### src/rtl/joy_shift_responder.sv
// joy_shift_responder: pad-side model of a 74HC165 shift register fed by a
// Sega 3/6-button pad. The reader's pl/cp/sel lines are sampled into the clk
// domain. The register contents come from the pad lines that the current
// select phase exposes.
module joy_shift_responder #(
    parameter int WIDTH          = 8,
    parameter int TIMEOUT_CYCLES = 37500,
    parameter int TCW            = 16
) (
    input  logic        clk,
    input  logic        rst,
    input  logic        pl,
    input  logic        cp,
    input  logic        sel,
    input  logic        six_button_en,
    input  logic [11:0] pad_n,
    output logic        q
);

    localparam logic [TCW-1:0] TO_MAX = TCW'(TIMEOUT_CYCLES);
    localparam logic [TCW-1:0] TO_PRE = TCW'(TIMEOUT_CYCLES - 1);

    // Synchroniser stages (m = first, s = second) plus edge-detect delay flops
    logic pl_m, pl_s;
    logic cp_m, cp_s, cp_d;
    logic sel_m, sel_s, sel_d;

    logic cp_rise_r;
    logic sel_fall;
    logic sel_edge;
    logic timeout_hit;

    logic [TCW-1:0]   to_cnt;
    logic [2:0]       low_cnt;
    logic [5:0]       lines;
    logic [WIDTH-1:0] load_word;
    logic [WIDTH-1:0] sr;

    // Pad button aliases (active low)
    logic b_up, b_down, b_left, b_right, b_b, b_c, b_a, b_start;
    logic b_z, b_y, b_x, b_mode;

    assign b_up    = pad_n[0];
    assign b_down  = pad_n[1];
    assign b_left  = pad_n[2];
    assign b_right = pad_n[3];
    assign b_b     = pad_n[4];
    assign b_c     = pad_n[5];
    assign b_a     = pad_n[6];
    assign b_start = pad_n[7];
    assign b_z     = pad_n[8];
    assign b_y     = pad_n[9];
    assign b_x     = pad_n[10];
    assign b_mode  = pad_n[11];

    // Two-flop synchronisers with an extra delay stage for cp/sel edge detection
    always_ff @(posedge clk) begin
        if (rst) begin
            pl_m  <= 1'b1;
            pl_s  <= 1'b1;
            cp_m  <= 1'b0;
            cp_s  <= 1'b0;
            cp_d  <= 1'b0;
            sel_m <= 1'b1;
            sel_s <= 1'b1;
            sel_d <= 1'b1;
        end else begin
            pl_m  <= pl;
            pl_s  <= pl_m;
            cp_m  <= cp;
            cp_s  <= cp_m;
            cp_d  <= cp_s;
            sel_m <= sel;
            sel_s <= sel_m;
            sel_d <= sel_s;
        end
    end

    // Registered cp rising-edge pulse; the extra stage gives the 5-clk cp-to-q latency
    always_ff @(posedge clk) begin
        if (rst) begin
            cp_rise_r <= 1'b0;
        end else begin
            cp_rise_r <= cp_s & ~cp_d;
        end
    end

    assign sel_fall    = sel_d & ~sel_s;
    assign sel_edge    = sel_d ^ sel_s;
    // Fires on the cycle the counter reaches the limit and while it stays there
    assign timeout_hit = ~sel_edge & (to_cnt >= TO_PRE);

    // Inactivity counter: cleared by any sel edge, saturating at the limit
    always_ff @(posedge clk) begin
        if (rst) begin
            to_cnt <= '0;
        end else if (sel_edge) begin
            to_cnt <= '0;
        end else if (to_cnt != TO_MAX) begin
            to_cnt <= to_cnt + 1'b1;
        end
    end

    // Select phase counter; a sel edge takes precedence over a coincident timeout
    always_ff @(posedge clk) begin
        if (rst || !six_button_en) begin
            low_cnt <= 3'd0;
        end else if (sel_edge) begin
            if (sel_fall && low_cnt != 3'd4) begin
                low_cnt <= low_cnt + 3'd1;
            end
        end else if (timeout_hit) begin
            low_cnt <= 3'd0;
        end
    end

    // Pad lines {U,D,Lf,R,X5,X4} exposed for the current select level and phase
    always_comb begin
        lines = {b_up, b_down, b_left, b_right, b_b, b_c};
        if (sel_s) begin
            if (six_button_en && low_cnt == 3'd3) begin
                lines = {b_z, b_y, b_x, b_mode, b_b, b_c};
            end
        end else begin
            if (six_button_en && low_cnt == 3'd3) begin
                lines = {4'b0000, b_a, b_start};
            end else if (six_button_en && low_cnt == 3'd4) begin
                lines = {4'b1111, b_a, b_start};
            end else begin
                lines = {b_up, b_down, 2'b00, b_a, b_start};
            end
        end
    end

    // Parallel-load word: pad lines in the top six bits, pull-ups below
    always_comb begin
        load_word = '1;
        load_word[WIDTH-1 -: 6] = lines;
    end

    // Shift register: level-sensitive load wins over shifting
    always_ff @(posedge clk) begin
        if (rst) begin
            sr <= '1;
        end else if (!pl_s) begin
            sr <= load_word;
        end else if (cp_rise_r) begin
            sr <= {sr[WIDTH-2:0], 1'b1};
        end
    end

    // Registered serial output
    always_ff @(posedge clk) begin
        if (rst) begin
            q <= 1'b1;
        end else begin
            q <= sr[WIDTH-1];
        end
    end

endmodule
### config.mk
export PLATFORM = sky130hd
export DESIGN_NAME = joy_shift_responder
export DESIGN_NICKNAME = d
export VERILOG_FILES = /design/src/rtl/joy_shift_responder.sv
export SDC_FILE = /design/constraint.sdc
export NUM_CORES = 1
export LEC_CHECK = 0
export ABC_AREA = 1
export CAP_MARGIN = 20
export CELL_PAD_IN_SITES_DETAIL_PLACEMENT = 2
export CELL_PAD_IN_SITES_GLOBAL_PLACEMENT = 2
export CORE_ASPECT_RATIO = 0.6
export CORE_MARGIN = 2
export CORE_UTILIZATION = 31
export DETAILED_ROUTE_END_ITERATION = 10
export PLACE_DENSITY = 0.82
export REMOVE_ABC_BUFFERS = 1
export SLEW_MARGIN = 5
export SYNTH_ARGS = -nofsm -noshare
export SYNTH_HDL_FRONTEND = slang
export SYNTH_SLANG_ARGS = --single-unit
### constraint.sdc
create_clock -name clk -period 1.9 [get_ports clk]
set_input_delay 0.38 -clock clk [delete_from_list [all_inputs] [get_ports clk]]
set_output_delay 0.38 -clock clk [all_outputs]
set_load 0.01 [all_outputs]
==> impl_metrics.env <==
export IMPL_hold_class="flop to flop"
export IMPL_die_area_um2=6011
export IMPL_overflow=0
export IMPL_firstDrtPassIters=4
export IMPL_vias_per_cell=4.868
export IMPL_via_count=1543
export IMPL_chipWidth_um=98.77
export IMPL_whs_path_depth=1
export IMPL_yosys_register_bits=35
export IMPL_worst_slew_pin_slew_ns=0.4133
export IMPL_setup_viol=0
export IMPL_clock_sinks=35
export IMPL_critical_path_required_ns=2.13
export IMPL_syn_area_per_cell_um2=7.457
export IMPL_period_needed_ns=1.721
export IMPL_hpwl_um=3881
export IMPL_insertion_delay_ns=0.30
export IMPL_r2r_start="sel_s"
export IMPL_switching_share_pct=23.03
export IMPL_dieHeight_um=60.86
export IMPL_ys_seq_area_share_pct=41.95
export IMPL_yosys_warnings=0
export IMPL_end_kind="flop"
export IMPL_pwr_share_comb_pct=8.0
export IMPL_fin_tns_setup_ns=0
export IMPL_grt_setup_unrepaired="no"
export IMPL_p_int_mw=1.245
export IMPL_multiInputGateArea_um2=842.1
export IMPL_switchingPower_uw=372.5
export IMPL_power_density_nw_per_um2=782.6
export IMPL_grt_pass1_wl_um=8542
export IMPL_crit_fanout=7
export IMPL_clkPwrFrac_pct=44.3
export IMPL_wire_per_inst_um=16.06
export IMPL_leakagePower_nw=0.8633
export IMPL_row_count=20
export IMPL_ctsHoldBuffers=0
export IMPL_grt_max_degree=14
export IMPL_gp_congestion=0.7665
export IMPL_synthAdderAreaFrac_pct=4.494
export IMPL_worstRegToRegCells=6
export IMPL_cts_tree="built"
export IMPL_cts_buffers=5
export IMPL_finalHoldViolations=0
export IMPL_synth_xor_area_share_pct=3.146
export IMPL_initial_utilization_pct=32.56
export IMPL_design_core_area_um2=5130
export IMPL_clkTransAtPathRegs_ns=0.08
export IMPL_finalNonFillerCells=317
export IMPL_slew_headroom_pct=72.23
export IMPL_root_buffer="clkbuf_8"
export IMPL_status="finished clean"
export IMPL_fmax_mhz=581.0
export IMPL_drive_gt1_share_pct=13.55
export IMPL_slew_viol_final=0
export IMPL_maxCapViolations=0
export IMPL_startpoint_type="flop"
export IMPL_drtIter0Drc=47
export IMPL_port_buffers=18
export IMPL_area_growth_pct=23.75
export IMPL_ant_nets=0
export IMPL_antenna_cells=0
export IMPL_fin_crit_sh_pct=90.60
export IMPL_syn_area_um2=1670
export IMPL_antenna_found_initial=0
export IMPL_grt_util_all_layers_pct=18.99
export IMPL_clock_path_buffers=2
export IMPL_syn_inst=224
export IMPL_synth_compound_area_share_pct=13.18
export IMPL_synth_distinct_cells=30
export IMPL_yosys_area_share_simple_pct=29.59
export IMPL_worstPathArrival_ns=1.95
export IMPL_skew_ns=0.009833
export IMPL_min_from="cp_d"
export IMPL_min_to="cp_rise_r"
export IMPL_final_nets=274
export IMPL_r2r_end="low_cnt[2]"
export IMPL_post_route_drc_count=0
export IMPL_vdd_ir_drop_max_uv=338.1
export IMPL_ff_latch_area_um2=701.9
export IMPL_power_frac_seq_pct=47.7
export IMPL_fillers=592
export IMPL_synth_top_family_by_area="simple AND/OR/NAND/NOR gates"
export IMPL_r2r_setup_slack_ns=0.18
export IMPL_htree_num_levels=2
export IMPL_critPathKind="flop to flop"
export IMPL_synth_mux_area_fraction_pct=0
export IMPL_dpl_cell_count=309
export IMPL_grt_pass1_vias=1670
export IMPL_io_pin_count=19
export IMPL_drt_total_wl_um=5090
-- kinds of logic after synthesis --
family | after synthesis
adders and majority gates | 6
xor gates and xnor gates | 6
AOI/OAI and AO/OA | 39
and+or+nand+nor | 104
buffers and inverters | 34
DFF | 35
-- sequential cells by signal, summed over array words and instances, names as in the netlist --
signal     count
to_cnt        16
sr             6
low_cnt        3
cp_d           1
cp_m           1
cp_rise_r      1
cp_s           1
pl_m           1
pl_s           1
q              1
sel_d          1
sel_m          1
sel_s          1
-- Yosys cell counts, drive strengths merged --
cell,count,area [um2]
nand2,40,162.6
dfxtp,35,700.7
nor2,34,152.6
inv,32,120.1
a21oi,19,98.85
nand3,15,75.07
o21ai,12,60.05
or2,7,43.80
ha,6,75.07
nand4,4,31.28
xnor2,4,35.03
nor3,3,15.01
o211ai,3,22.52
o21a,2,15.01
xor2,2,17.52
a221oi,1,8.760
a31oi,1,6.260
clkbuf,1,3.750
clkinv,1,3.750
nand2b,1,13.76
o221ai,1,8.760
-- routing by layer --
metal  routed length, um  GRT usage, %  share of wire, %
met3                 104         5.530               2.0
met4                  46         4.697              0.90
met1                2717         26.88                53
met5                   0             0                 0
met2                2221         28.76                44
-- critical path, cell delays in order, from the launching register on --
cell and delay (ns):
dfxtp_2 0.39, inv_1 0.11, ha_1 0.34, inv_1 0.14
nand3_1 0.18, or2_2 0.33, a21oi_1 0.17
-- power groups by stage --
| stage | clock [mW] | sequential (mW) | combinational [mW] |
|---|---|---|---|
| 2_1_floorplan | 0 | 0.784 | 0.0587 |
| 3_3_place_gp | 0 | 0.786 | 0.124 |
| 3_5_place_dp | 0 | 0.788 | 0.128 |
| 4_1_cts | 0.735 | 0.771 | 0.131 |
| 5_1_grt | 0.771 | 0.775 | 0.145 |
| 6_report | 0.717 | 0.771 | 0.129 |
-- final cells by class --
| class | count | share of cell area [%] |
|---|---|---|
| multi-input combinational | 155 | 40.74 |
| timing repair buffer | 20 | 9.443 |
| sequential | 35 | 33.96 |
| clock inverter | 2 | 1.695 |
| inverter | 33 | 6.174 |
| clock buffer | 6 | 3.995 |
| tap | 66 | 3.995 |
-- cells in the final DEF (no fill, tap or decap), types with 6 or more instances in the layout --
cell,count
nand2_1,37
dfxtp_1,34
inv_1,28
nor2_1,28
a21oi_1,18
clkdlybuf4s50_1,18
nand3_1,15
o21ai_0,9
or2_2,6
ha_1,6
clkbuf_8,6
-- stage by stage --
stage / power, mW / hold WS (ns) / utilization (%) / instance area, um2 / worst slack [ns]
after floorplan: 0.8422 / 0.3728 / - / 1667 / 0.4006
after global placement: 0.9098 / 0.3795 / 37.90 / 1944 / 0.1812
after detailed placement: 0.9157 / 0.3835 / 37.90 / 1944 / 0.09278
after CTS: 1.637 / 0.3867 / 40.20 / 2062 / 0.05701
after global routing: 1.691 / 0.3995 / 40.29 / 2067 / 0.01908
final: 1.618 / 0.3828 / 40.29 / 2067 / 0.1787
-- worst max-delay path by stage --
stage,end,cells after the start,slack (ns),startpoint
final,low_cnt[2],6,0.18,sel_s
after global routing,low_cnt[2],6,0.02,sel_s
after CTS,low_cnt[2],6,0.06,sel_s
after detailed placement,to_cnt[14],5,0.09,rst
after global placement,to_cnt[12],5,0.18,rst
after floorplan,low_cnt[2],6,0.40,sel_s
-- repair_timing --
action / in CTS / in global routing
setup endpoints to repair: 0 / 3
setup buffers: 0 / 0
resized for setup: 0 / 2
hold endpoints to repair: 0 / 0
No activity file was read; power rests on OpenSTA's default activity.
